--- config.mk ---
export PLATFORM = sky130hd
export DESIGN_NAME = vga_pattern_scheduler
export DESIGN_NICKNAME = d
export VERILOG_FILES = /design/src/rtl/vga_pattern_scheduler.sv
export SDC_FILE = /design/constraint.sdc
export NUM_CORES = 1
export LEC_CHECK = 0
export CORE_MARGIN = 2
export CORE_UTILIZATION = 58
export CTS_CLUSTER_SIZE = 25
export DETAILED_ROUTE_END_ITERATION = 8
export PLACE_DENSITY = 0.83
export REMOVE_ABC_BUFFERS = 1
export SETUP_SLACK_MARGIN = 0.05
export SYNTH_ARGS = -nofsm -noshare
export SYNTH_HDL_FRONTEND = slang
export SYNTH_SLANG_ARGS = --single-unit
--- constraint.sdc ---
create_clock -name clk -period 3.6 [get_ports clk]
set_input_delay 0.72 -clock clk [delete_from_list [all_inputs] [get_ports clk]]
set_output_delay 0.72 -clock clk [all_outputs]
set_load 0.03 [all_outputs]
--- src/rtl/vga_pattern_scheduler.sv ---
// Pixel-domain pattern sequencer: tracks active-pixel position from the timing qualifiers,
// switches between four test patterns only at frame boundaries and drives registered RGB.
module vga_pattern_scheduler #(
  parameter int H_ACTIVE           = 640,
  parameter int V_ACTIVE           = 480,
  parameter int BAR_W              = 80,
  parameter int FRAMES_PER_PATTERN = 120
) (
  input  logic       clk,
  input  logic       reset,
  input  logic       dValid_h,
  input  logic       dValid_v,
  input  logic [3:0] lfsr_r,
  input  logic [3:0] lfsr_g,
  input  logic [3:0] lfsr_b,
  input  logic       auto_en,
  input  logic       step,
  output logic       seed_load,
  output logic [1:0] pattern,
  output logic       frame_tick,
  output logic [3:0] VGA_R,
  output logic [3:0] VGA_G,
  output logic [3:0] VGA_B
);
  localparam int BW = (BAR_W > 1) ? $clog2(BAR_W) : 1;
  localparam int FW = (FRAMES_PER_PATTERN > 1) ? $clog2(FRAMES_PER_PATTERN) : 1;
  localparam logic [9:0]    X_MAX   = 10'(H_ACTIVE - 1);
  localparam logic [8:0]    Y_MAX   = 9'(V_ACTIVE - 1);
  localparam logic [BW-1:0] BAR_MAX = BW'(BAR_W - 1);
  localparam logic [FW-1:0] FRM_MAX = FW'(FRAMES_PER_PATTERN - 1);

  typedef enum logic [0:0] {ST_SYNC = 1'b0, ST_SHOW = 1'b1} state_t;

  state_t        state_q, state_d;
  logic          dvh_q, dvv_q;
  logic [9:0]    x_q, x_d;
  logic [8:0]    y_q, y_d;
  logic [BW-1:0] barpx_q, barpx_d;
  logic [2:0]    bar_q, bar_d;
  logic [FW-1:0] fcnt_q, fcnt_d;
  logic          pend_q, pend_d;
  logic [1:0]    pat_q, pat_d;
  logic          tick_q, tick_d;
  logic          seed_q, seed_d;
  logic [3:0]    r_q, r_d, g_q, g_d, b_q, b_d;
  logic          active_s, line_end_s, frame_end_s, advance_s;

  assign active_s    = dValid_h & dValid_v;
  assign line_end_s  = dvh_q & ~dValid_h & dValid_v;
  assign frame_end_s = dvv_q & ~dValid_v;

  // Next-state: FSM, position counters, pattern sequencing and colour generation
  always_comb begin
    state_d   = state_q;
    x_d       = x_q;
    y_d       = y_q;
    barpx_d   = barpx_q;
    bar_d     = bar_q;
    fcnt_d    = fcnt_q;
    pat_d     = pat_q;
    tick_d    = 1'b0;
    seed_d    = 1'b0;
    advance_s = 1'b0;
    r_d       = 4'h0;
    g_d       = 4'h0;
    b_d       = 4'h0;
    case (state_q)
      ST_SYNC: begin
        x_d     = 10'd0;
        y_d     = 9'd0;
        barpx_d = '0;
        bar_d   = 3'd0;
        fcnt_d  = '0;
        // Wait for vertical blank so a partial frame is never drawn
        if (!dValid_v) begin
          state_d = ST_SHOW;
        end else begin
          state_d = ST_SYNC;
        end
      end
      ST_SHOW: begin
        if (frame_end_s) begin
          x_d     = 10'd0;
          y_d     = 9'd0;
          barpx_d = '0;
          bar_d   = 3'd0;
        end else if (line_end_s) begin
          x_d     = 10'd0;
          barpx_d = '0;
          bar_d   = 3'd0;
          y_d     = (y_q == Y_MAX) ? y_q : y_q + 9'd1;
        end else if (active_s) begin
          x_d = (x_q == X_MAX) ? x_q : x_q + 10'd1;
          if (barpx_q == BAR_MAX) begin
            barpx_d = '0;
            bar_d   = (bar_q == 3'd7) ? bar_q : bar_q + 3'd1;
          end else begin
            barpx_d = barpx_q + BW'(1);
            bar_d   = bar_q;
          end
        end else begin
          x_d = x_q;
        end

        if (frame_end_s) begin
          tick_d    = 1'b1;
          advance_s = (auto_en && (fcnt_q == FRM_MAX)) || pend_q || step;
          if (advance_s) begin
            pat_d  = pat_q + 2'd1;
            fcnt_d = '0;
            seed_d = (pat_q == 2'd3);
          end else begin
            fcnt_d = fcnt_q + FW'(1);
          end
        end else begin
          tick_d = 1'b0;
        end

        if (active_s) begin
          case (pat_q)
            2'd0: begin
              r_d = lfsr_r;
              g_d = lfsr_g;
              b_d = lfsr_b;
            end
            2'd1: begin
              r_d = bar_q[1] ? 4'h0 : 4'hF;
              g_d = bar_q[2] ? 4'h0 : 4'hF;
              b_d = bar_q[0] ? 4'h0 : 4'hF;
            end
            2'd2: begin
              r_d = (x_q[5] ^ y_q[5]) ? 4'hF : 4'h0;
              g_d = r_d;
              b_d = r_d;
            end
            2'd3: begin
              r_d = x_q[9:6];
              g_d = y_q[8:5];
              b_d = 4'hF - x_q[9:6];
            end
            default: begin
              r_d = 4'h0;
              g_d = 4'h0;
              b_d = 4'h0;
            end
          endcase
        end else begin
          r_d = 4'h0;
        end
      end
      default: begin
        state_d = ST_SYNC;
      end
    endcase

    if (!auto_en) begin
      fcnt_d = '0;
    end else begin
      fcnt_d = fcnt_d;
    end
    // A step is remembered until the boundary that consumes it
    if (advance_s) begin
      pend_d = 1'b0;
    end else if (step) begin
      pend_d = 1'b1;
    end else begin
      pend_d = pend_q;
    end
  end

  // State and output registers with synchronous reset
  always_ff @(posedge clk) begin
    if (reset) begin
      state_q <= ST_SYNC;
      dvh_q   <= 1'b0;
      dvv_q   <= 1'b0;
      x_q     <= 10'd0;
      y_q     <= 9'd0;
      barpx_q <= '0;
      bar_q   <= 3'd0;
      fcnt_q  <= '0;
      pend_q  <= 1'b0;
      pat_q   <= 2'd0;
      tick_q  <= 1'b0;
      seed_q  <= 1'b1;
      r_q     <= 4'h0;
      g_q     <= 4'h0;
      b_q     <= 4'h0;
    end else begin
      state_q <= state_d;
      dvh_q   <= dValid_h;
      dvv_q   <= dValid_v;
      x_q     <= x_d;
      y_q     <= y_d;
      barpx_q <= barpx_d;
      bar_q   <= bar_d;
      fcnt_q  <= fcnt_d;
      pend_q  <= pend_d;
      pat_q   <= pat_d;
      tick_q  <= tick_d;
      seed_q  <= seed_d;
      r_q     <= r_d;
      g_q     <= g_d;
      b_q     <= b_d;
    end
  end

  assign seed_load  = seed_q;
  assign pattern    = pat_q;
  assign frame_tick = tick_q;
  assign VGA_R      = r_q;
  assign VGA_G      = g_q;
  assign VGA_B      = b_q;
endmodule

-- Word-level counts from Yosys, hierarchy flattened
Cells that the tools add are included.
- output and inout port bits: 16
- word-level logic and storage cells: 97
- flip-flop bits (word level): 56
- bitwise gates (word level): 10
- eq/ne operators: 15
- reduce and logical (&&, ||, !) cells: 12
- add/sub/neg operators: 7
- mux-type cells: 38
- operators by type and width (operator ; number):
    4-bit case mux with 4 select lines ; 3
    7-bit 2-to-1 mux ; 6
    10-bit 2-to-1 mux ; 4
    7-bit case mux with 2 select lines ; 2
    9-bit 2-to-1 mux ; 3
    10-bit case mux with 2 select lines ; 1
    9-bit case mux with 2 select lines ; 1
    4-bit 2-to-1 mux ; 4
    3-bit 2-to-1 mux ; 5
    7-bit by 1-bit adder with 7-bit output (second input constant) ; 2
    7-bit == test (second input constant) ; 2
    10-bit by 1-bit adder with 10-bit output (second input constant) ; 1
    10-bit == test (second input constant) ; 1
    9-bit by 1-bit adder with 9-bit output (second input constant) ; 1
    9-bit == test (second input constant) ; 1
    1-bit 2-to-1 mux ; 8
    4-bit by 1-bit inequality test with 1-bit output (second input constant) ; 2
    4-bit inequality test (second input constant) ; 2
    3-bit case mux with 2 select lines ; 1
    3-bit AND reduction ; 2
    2-bit OR reduction ; 3
    1-bit inverter ; 5
    1-bit bitwise AND ; 4
    2-bit == test (second input constant) ; 2
    14 further kinds ; 16

-- Depth between registers and ports, before layout
Gate-level depths: netlist of run 1.
- depth in word-level cells: 7
- depth in mapped cells: 7
- gate-level depth less buffers: 6

-- Least setup slack after synthesis of run 1
No wires, ideal clock.
- path type: input to register
- start: in dValid_v
- end: reg y_q[5]
- setup time: 0.071 ns
- stages on the path: 5
- arrival time: 1.711 ns
- setup slack: 1.818 ns
- required time: 3.529 ns
- path buffers: 0
- path through: nand2b_2 -> nand3_2 -> o21ai_2 -> or4_1 -> a21oi_1
- cells in the longest elaborated chain, start to end: 4
- elaborated cells on any way between the ends: 8
- ends and longest elaborated chain (item ; line ; source):
    from (decl) ; 12 ; input logic dValid_v,
    1-bit inverter ; 50 ; assign frame_end_s = dvv_q & ~dValid_v;
    1-bit bitwise AND ; 50 ;
    9-bit 2-to-1 mux, or another cell as far along ; 82 ; if (frame_end_s) begin
    9-bit case mux with 2 select lines / 2-bit AND reduction (equally long branches) ; n/a ;
    to (signal assigned) ; 194 ; y_q <= y_d;
    to (decl) ; 37 ; logic [8:0] y_q, y_d;
Parallel ways exist; a longest one is shown, timed or not.
A chain may end at the register's enable or synchronous reset.

-- Worst setup path in the final report of run 1
- start: in dValid_v
- end: reg x_q[6]
- cells in the longest elaborated chain, start to end: 4
- elaborated cells on any way between the ends: 10
- ends and longest elaborated chain (item ; line ; source):
    1-bit bitwise AND / 1-bit inverter (equally long branches) ; 49, 50 ;
    10-bit 2-to-1 mux / 1-bit bitwise AND (equally long branches) ; 87, 50 ;
    10-bit 2-to-1 mux, or another cell as far along ; 82 ;
    10-bit case mux with 2 select lines / 2-bit AND reduction (equally long branches) ; n/a ;
    to (signal assigned) ; 177 ; x_q <= 10'd0;
    to (signal assigned) ; 193 ; x_q <= x_d;
    to (decl) ; 36 ; logic [9:0] x_q, x_d;
Parallel ways exist; a longest one is shown, timed or not.

==> results of run 1 <==
[sequential cells by signal, indices dropped and copies added, names as in the netlist, 2 cells and up]
signal	count
VGA_B	4
VGA_G	4
pattern	2
x_q	10
barpx_q	7
fcnt_q	7
y_q	9
VGA_R	4
bar_q	3
[layer usage]
metal  up-vias  global-route usage, %  share of wire (%)
li1       1092                      -                  -
met1       942                   28.8                 50
met2        42                   32.9                 44
met3         6                   3.32                3.9
met4         0                   8.55                1.3
met5         -                      0                  0
[Yosys cell counts, types with 2 or more instances]
library cell  instances  area (sq um)
a31oi_1               4          25.0
or4_1                 2          15.0
and3_1                6          37.5
nor3_1                3          15.0
inv_1                22          82.6
xnor2_1               6          52.6
nand3b_1              4          30.0
o31ai_1               2          15.0
and2_1                2          12.5
o211ai_1              2          15.0
nor3b_1               2          15.0
nor3_2                2          20.0
a221oi_1             12           105
nand3_1               9          45.0
nand2_1              29           109
mux2i_1               5          50.1
nand4_1               9          56.3
o31a_1                2          17.5
clkbuf_1              5          18.8
a21oi_1              13          65.1
nand2b_1              7          43.8
o21ai_1               6          30.0
dfxtp_1              56          1120
ha_1                 10           125
a21o_1                2          15.0
nor2b_1               2          12.5
xor2_1               14           123
nor2_1               35           131
[critical path: cells and delay by family]
| family | cells | cell delay (ps) |
|---|---|---|
| and+or+nand+nor | 3 | 570 |
| buffers and inverters | 1 | 600 |
| xor gates and xnor gates | 1 | 110 |
| AOI/OAI and AO/OA | 1 | 380 |
[how the worst min path moves through the flow]
stage                                 startpoint  slack (ps)                endpoint  cells past startpoint
after floorplan           fcnt_q[6]$_SDFFE_PP0P_         440  fcnt_q[6]$_SDFFE_PP0P_                      1
after global placement    fcnt_q[6]$_SDFFE_PP0P_         460  fcnt_q[6]$_SDFFE_PP0P_                      1
after detailed placement  fcnt_q[6]$_SDFFE_PP0P_         460  fcnt_q[6]$_SDFFE_PP0P_                      1
after CTS                 fcnt_q[6]$_SDFFE_PP0P_         480  fcnt_q[6]$_SDFFE_PP0P_                      1
after global routing      fcnt_q[4]$_SDFFE_PP0P_         520  fcnt_q[4]$_SDFFE_PP0P_                      1
final                     fcnt_q[6]$_SDFFE_PP0P_         480  fcnt_q[6]$_SDFFE_PP0P_                      1
[layout make-up]
class                      instances  area, sq um
inverter                          23         86.3
tap                               52         65.1
fill                             356         1260
clock buffer                       7         86.3
clock inverter                     1         7.51
timing repair buffer              34          338
sequential                        56         1120
multi-input combinational        207         1330
[power by group through the flow]
stage	combinational, mW	sequential (mW)	clock (mW)
6_report	0.0767	0.632	0.352
5_1_grt	0.0851	0.633	0.384
4_1_cts	0.0770	0.632	0.363
3_3_place_gp	0.0754	0.646	0
2_1_floorplan	0.0338	0.651	0
3_5_place_dp	0.0764	0.646	0
[metrics by stage]
step / std cells / setup slack (ps) / hold slack, ps / area (sq um)
2_1_floorplan: 286 / 1820 / 439 / 2530
3_3_place_gp: 372 / 1110 / 459 / 2940
3_5_place_dp: 372 / 1070 / 462 / 2940
4_1_cts: 380 / 1400 / 482 / 3030
5_1_grt: 380 / 1260 / 516 / 3030
6_report: 380 / 1390 / 482 / 3030
[cells by family (layout without fill, tap and decap cells)]
kind of cell,count (synthesis),count (layout),synth area share [%]
buffers and inverters,29,65,4.54
XOR/XNOR,20,20,6.83
multiplexers,5,5,1.95
flip-flops,56,56,43.7
AO/OA/AOI/OAI,51,51,13.9
AND/OR/NAND/NOR,121,121,24.2
adder cells (fa/ha/maj),10,10,4.88
==> results_dict.tcl, run 1 <==
set metrics [dict create \
    grt_overflow 0 \
    clockRootBuffer "clkbuf_8" \
    hp-class "flip-flop to flip-flop" \
    cts_hold_buf 0 \
    crit_path_start "dValid_v" \
    slew_violations 0 \
    switching_power_mw 0.242 \
    rrSetupSlack_ps 1770 \
    fin_skew_ps 6.47 \
    crit_path_top_delay_cell "clkdlybuf4s50_1" \
    post_cts_buffers 0 \
    yosysWarningCount 0 \
    synth_edf_count 0 \
    critPathCaptureType "flip-flop" \
    drc 0 \
    core-area_sq_um 4290 \
    num_vias 2082 \
    avgViaCountPerCell 5.48 \
    start_util_pct 59.7 \
    wirelength_um 4900 \
    power_frac_comb_pct 7.2 \
    crit_end "x_q[6]$_SDFFE_PP0P_" \
    grt_pass1_wl_um 8490 \
    layout_commonest_cell "dfxtp_1" \
    firstDrtPassIters 5 \
    synthFlopType "dfxtp_1" \
    cts_made_buffers 5 \
    gp_congestion 0.863 \
    worst_slew_pin_slew_ps 470 \
    drive_gt1_share_pct 4.88 \
    hold_viol_final 0 \
    period_needed_ps 2210 \
    antennaDiodeCount 0 \
    wl_per_cell_um 12.9 \
    ir_drop_uv 263 \
    drtAntennaViolNets 0 \
    seqPwrFrac_pct 59.6 \
    post_synth_instance_area_sq_um 2560 \
    yosys_register_bits 56 \
    mostFrequentLayoutCells "dfxtp_1 (56), nor2_1 (35), clkdlybuf4s50_1 (33), nand2_1 (29), inv_1 (22)" \
    cp_slowest_stage_delay_ps 600 \
    setup_tns_ps 0 \
    outcome "finished, final reports clean" \
    critical_path.max_fanout 9 \
    pwr-share-clk_pct 33.2 \
    worstSetupPathType "input pin to flip-flop" \
    leakage_nw 1.10 \
    p_int_mw 0.818 \
    r2r-start "barpx_q[0]$_SDFFE_PP0P_" \
    die_w_um 70.5 \
    clockBufferDepth 2 \
    rsz0062_at_grt "no" \
    grt_max_degree 17 \
    finalNetCount 355 \
    worstPathArrival_ps 2400 \
    yosysUniqueCellTypes 47 \
    final_util_pct 70.6 \
    pin_count 34 \
    avgSynthCellArea_sq_um 8.78 \
    cap_violations 0 \
    start_kind "input pin" \
    cts_tree "yes" \
    clk_pin_slew_worst_paths_ps 100 \
    maxSlewHeadroom_pct 68.6 \
    synthArstFlopShare_pct 0 \
    insertion_delay_ps 310 \
    dp_hpwl_um 3580 \
    dieArea_sq_um 4970 \
    rr_worst_depth 6 \
    regToRegEndpoint "bar_q[1]$_SDFFE_PP0P_" \
    rows 24 \
    synthCells 292 \
    setup_viol 0 \
    post-route-period-util_pct 61.3 \
    io_buffers 33 \
    synth-seq-area-share_pct 43.7 \
    grt_pass1_vias 1906 \
    switching_share_pct 22.9 \
    synthToLayoutAreaGrowth_pct 18.2 \
    grt_usage_pct 20.9 \
    numClockSinks 56 \
    drt-initial-drc-count 139 \
    path_cells "clkdlybuf4s50_1 > and2_1 > o31a_1 > and4_1 > xnor2_1 > nor2_1" \
    ctsResizeCount 0 \
    power.total_mw 1.06 \
    cp_data_required_time_ps 3790 \
    power_density_nw_per_um2 350 \
    antenna_found_initial 0 \
    max_freq_ghz 0.453 \
    die_h_um 70.5 \
    cts_max_level 2 \
]
Power figures use the tool's default switching activity.
==> inputs of run 2 (changes only) <==
CORE_UTILIZATION = 49   (was 58)
PLACE_DENSITY = 0.75   (was 0.83)
clock period = 1.9 ns   (was 3.6 ns; I/O delays follow)
==> run 2 against run 1 <==
Compared with the run above: sequential share of layout area down 2.1 points; count of clock-buffer cells in the layout down 2; worst hold slack gained 6.1 ps; via count is 6.1% higher; wire length rose by 9.7%; flip-flop and latch count unchanged; setup slack worse by 1200 ps.
==> results_dict.tcl, run 2 (synthesis gave the netlist of run 1 again) <==
set metrics [dict create \
    outcome "finished, final reports clean" \
    dp_hpwl_um 4090 \
    setup_viol 0 \
    critical_path.max_fanout 6 \
    power_density_nw_per_um2 625 \
    finalNetCount 376 \
    rows 26 \
    worstPathArrival_ps 1930 \
    clockBufferDepth 2 \
    dieArea_sq_um 5830 \
    grt_usage_pct 19.3 \
    cap_violations 0 \
    io_buffers 33 \
    crit_path_top_delay_cell "or3b_1" \
    maxSlewHeadroom_pct 71.5 \
    cp.buffers_inverters 1 \
    core-area_sq_um 5070 \
    layout_commonest_cell "dfxtp_1" \
    insertion_delay_ps 310 \
    largest_reg_flops 10 \
    hp-class "flip-flop to flip-flop" \
    slew_violations 0 \
    worst_slew_pin_slew_ps 427 \
    cts_hold_buf 0 \
    numClockSinks 56 \
    clockRootBuffer "clkbuf_8" \
    antenna_found_initial 0 \
    start_util_pct 50.5 \
    drt-initial-drc-count 65 \
    fin_skew_ps 12.1 \
    cp_data_required_time_ps 2110 \
    crit_family "compound AO/OA/AOI/OAI gates" \
    wirelength_um 5380 \
    antennaDiodeCount 0 \
    firstDrtPassIters 4 \
    wl_per_cell_um 12.8 \
    rsz0062_at_grt "no" \
    grt_overflow 0 \
    reg_top3 "x_q x10, y_q x9" \
    drc 0 \
    cp_slowest_stage_delay_ps 400 \
    start_kind "flip-flop" \
    fill_cells 456 \
    pre_cts_ws_ps -113 \
    final_area_sq_um 3220 \
    drtAntennaViolNets 0 \
    worstSetupPathType "flip-flop to flip-flop" \
    mostFrequentLayoutCells "dfxtp_1 (54), nor2_1 (35), clkdlybuf4s50_1 (31), nand2_1 (29), inv_1 (22)" \
    synthToLayoutAreaGrowth_pct 25.7 \
    die_h_um 76.4 \
    cts_tree "yes" \
    cts_max_level 2 \
    critPathCaptureType "flip-flop" \
    leakage_nw 1.22 \
    placed_area_sq_um 3120 \
    cts_made_buffers 5 \
    largest-register "x_q" \
    grt_pass1_vias 2121 \
    drive_gt1_share_pct 11.7 \
    max_freq_ghz 0.581 \
    hold_viol_final 0 \
    pin_count 34 \
    clk_pin_slew_worst_paths_ps 100 \
    num_vias 2208 \
    ir_drop_uv 456 \
    die_w_um 76.4 \
    path_cells "or3b_1 > o31a_1 > buf_4 > o21ai_1 > xor2_1 > nor2_1" \
    post-route-period-util_pct 90.6 \
    grt_max_degree 18 \
    avgViaCountPerCell 5.27 \
    period_needed_ps 1720 \
    grt_pass1_wl_um 9200 \
    gp_congestion 0.853 \
    setup_ws_ps 179 \
]
==> run 2: worst paths after layout <==
path                                            end                 from  cells past startpoint  slack [ps]
worst min-delay path            x_q[4]$_SDFFE_PP0P_  x_q[4]$_SDFFE_PP0P_                      2         490
worst min register to register  x_q[4]$_SDFFE_PP0P_  x_q[4]$_SDFFE_PP0P_                      2         490
worst max register to register  x_q[5]$_SDFFE_PP0P_  x_q[7]$_SDFFE_PP0P_                      6         180
worst max-delay path            x_q[5]$_SDFFE_PP0P_  x_q[7]$_SDFFE_PP0P_                      6         180
==> run 2: layout make-up <==
class,count,area [sq um],share of cell area (%)
Multi-Input combinational cell,207,1330,41.4
Tap cell,70,87.6,2.72
Inverter,23,86.3,2.68
Timing Repair Buffer,55,505,15.7
Sequential cell,56,1120,34.8
Clock inverter,3,18.8,0.582
Clock buffer,5,68.8,2.13
==> run 2: routing by layer <==
| layer | up-vias | wire length, um | track usage (%) |
|---|---|---|---|
| met2 | 33 | 2630 | 33.8 |
| met3 | 8 | 203 | 5.33 |
| li1 | 1129 | - | - |
| met5 | - | 0 | 0 |
| met1 | 1038 | 2450 | 22.4 |
| met4 | 0 | 89 | 7.45 |
==> run 2: through the flow <==
step	total power, mW	std cells	util, %	hold slack, ps	setup TNS, ps
after CTS	2.03	418	63.2	493	0
final	2.01	419	63.5	488	0
after floorplan	1.30	286	-	439	0
after detailed placement	1.40	410	61.5	465	-1020
after global placement	1.40	410	61.5	463	-406
after global routing	2.10	419	63.5	512	0
==> run 2: power by group <==
part	internal (mW)	switching, mW
sequential	1.19	0.0104
combinational	0.0873	0.0865
clock	0.258	0.385
==> run 2: tightest hold or removal path: stages, from the launching register on <==
cell	delay [ps]
dfxtp_1	340
nand2_1	60
a21oi_1	50
==> run 2: repair_timing <==
action                                  CTS  global route
pin swaps                                 0             1
endpoints found under the setup margin    2             3
resized for setup                         2             3
buffers inserted                          0             1
==> inputs of run 3 (changes only) <==
REMOVE_ABC_BUFFERS = not set   (was 1)
==> run 3 against run 2 <==
Compared with the run above: largest power group unchanged; register-to-register slack worse by 90 ps; critical path depth unchanged; critical path type unchanged; flip-flop and latch count unchanged; first-iteration DRC count up 23%.
==> results_dict.tcl, run 3 (synthesis gave the netlist of run 1 again) <==
set metrics [dict create \
    outcome "finished, final reports clean" \
    grt_overflow 0 \
    layout_commonest_cell "dfxtp_1" \
    worstPathArrival_ps 2020 \
    ir_drop_uv 551 \
    finalNetCount 375 \
    antenna_found_initial 0 \
    synthToLayoutAreaGrowth_pct 26.1 \
    cts_max_level 2 \
    period_needed_ps 1810 \
    slew_violations 0 \
    leakage_nw 1.24 \
    insertion_delay_ps 320 \
    dieArea_sq_um 5830 \
    num_vias 2194 \
    power_density_nw_per_um2 672 \
    wl_per_cell_um 13.0 \
    avgViaCountPerCell 5.25 \
    critical_path.max_fanout 4 \
    critPathCaptureType "flip-flop" \
    grt_usage_pct 19.3 \
    grt_max_degree 19 \
    worst_slew_pin_slew_ps 463 \
    cp_slowest_stage_delay_ps 380 \
    pin_count 34 \
    fill_cells 446 \
    syn-num-nets 320 \
    die_w_um 76.4 \
    start_kind "flip-flop" \
    die_h_um 76.4 \
    crit_path_top_delay_cell "dfxtp_1" \
    grt_pass1_wl_um 9200 \
    cp.buffers_inverters 0 \
    wirelength_um 5420 \
    reg_top3 "x_q x10, y_q x9" \
    firstDrtPassIters 4 \
    start_util_pct 50.5 \
    max_freq_ghz 0.552 \
    numClockSinks 56 \
    path_cells "ha_1 > nor4bb_1 > nand3_1 > nor3_4 > mux2i_1 > nor2_1" \
    drtAntennaViolNets 0 \
    setup_tns_ps 0 \
    whs_ps 494 \
    worstSetupPathType "flip-flop to flip-flop" \
    cts_made_buffers 5 \
    rsz0062_at_grt "yes" \
    largest_reg_flops 10 \
    seqCellArea_sq_um 1120 \
    largest-register "x_q" \
    setup_viol 0 \
    clk_pin_slew_worst_paths_ps 110 \
    io_buffers 33 \
    dp_hpwl_um 4090 \
    cts_hold_buf 0 \
    cts_tree "yes" \
    grt_pass1_vias 2038 \
    mostFrequentLayoutCells "dfxtp_1 (56), nor2_1 (35), clkdlybuf4s50_1 (31), nand2_1 (29), inv_1 (22)" \
    gp_congestion 0.802 \
    clockRootBuffer "clkbuf_8" \
    drive_gt1_share_pct 10.6 \
    cap_violations 0 \
    post-route-period-util_pct 95.3 \
    drt-initial-drc-count 80 \
    clockBufferDepth 2 \
    antennaDiodeCount 0 \
    maxSlewHeadroom_pct 68.9 \
    rows 26 \
    core-area_sq_um 5070 \
    fin_skew_ps 8.73 \
    cp_data_required_time_ps 2110 \
    drc 0 \
    hold_viol_final 0 \
    multiInputGateArea_sq_um 1330 \
    crit_family "simple AND/OR/NAND/NOR gates" \
    hp-class "flip-flop to flip-flop" \
]
[run 3: cell types whose count changed in the layout (fill, tap and decap cells not counted), sizes merged]
cell / before / now
buf: 22 / 21
bufinv: 0 / 1
clkinv: 3 / 2
dlygate4sd2: 2 / 1
dlymetal6s2s: 0 / 1
[run 3: area by class of cell]
class,count,area share (%)
multi-input combinational,207,41.2
sequential,56,34.7
timing repair buffer,54,15.1
tap,70,2.71
inverter,23,2.67
clock buffer,5,2.13
clock inverter,3,1.47
[run 3: through the flow]
step / area [sq um] / std cells / power [mW] / util, % / setup WS (ps)
2_1_floorplan: 2560 / 292 / 1.30 / - / 303
3_3_place_gp: 3100 / 408 / 1.39 / 61.0 / -116
3_5_place_dp: 3100 / 408 / 1.39 / 61.0 / -179
4_1_cts: 3210 / 416 / 2.19 / 63.3 / 63.0
5_1_grt: 3230 / 418 / 2.25 / 63.7 / -4.68
6_report: 3230 / 418 / 2.17 / 63.7 / 89.8
[run 3: worst register-to-register path: stages (launching register included)]
cell and delay (ps):
dfxtp_1 380, ha_1 220, nor4bb_1 310, nand3_1 190, nor3_4 310, mux2i_1 240
nor2_1 60
[run 3: final timing paths]
check,startpoint,end,cells past startpoint,slack (ps)
max reg2reg,barpx_q[1]$_SDFFE_PP0P_,bar_q[2]$_SDFFE_PP0P_,6,90
max,barpx_q[1]$_SDFFE_PP0P_,bar_q[2]$_SDFFE_PP0P_,6,90
min reg2reg,fcnt_q[6]$_SDFFE_PP0P_,fcnt_q[6]$_SDFFE_PP0P_,1,490
min,fcnt_q[6]$_SDFFE_PP0P_,fcnt_q[6]$_SDFFE_PP0P_,1,490
[run 3: layer usage]
layer	part of all wire, %	global-route usage (%)	up-vias	wire (um)
met5	0	0	-	0
met4	1.2	6.00	0	67
met3	4.5	4.74	5	243
met2	45	31.2	43	2440
met1	49	25.5	1013	2670
li1	-	-	1133	-
[run 3: report_power, final]
part | switching (mW) | total, mW | internal [mW]
clock network | 0.407 | 0.804 | 0.398
logic | 0.0868 | 0.172 | 0.0847
registers | 0.00966 | 1.20 | 1.19
[run 3: what timing repair did]
item	in CTS	in global routing
gates cloned	0	0
buffers inserted	0	2
pin swaps	0	2
setup endpoints to repair	1	5
gates resized for setup	1	2
hold endpoints to repair	0	0
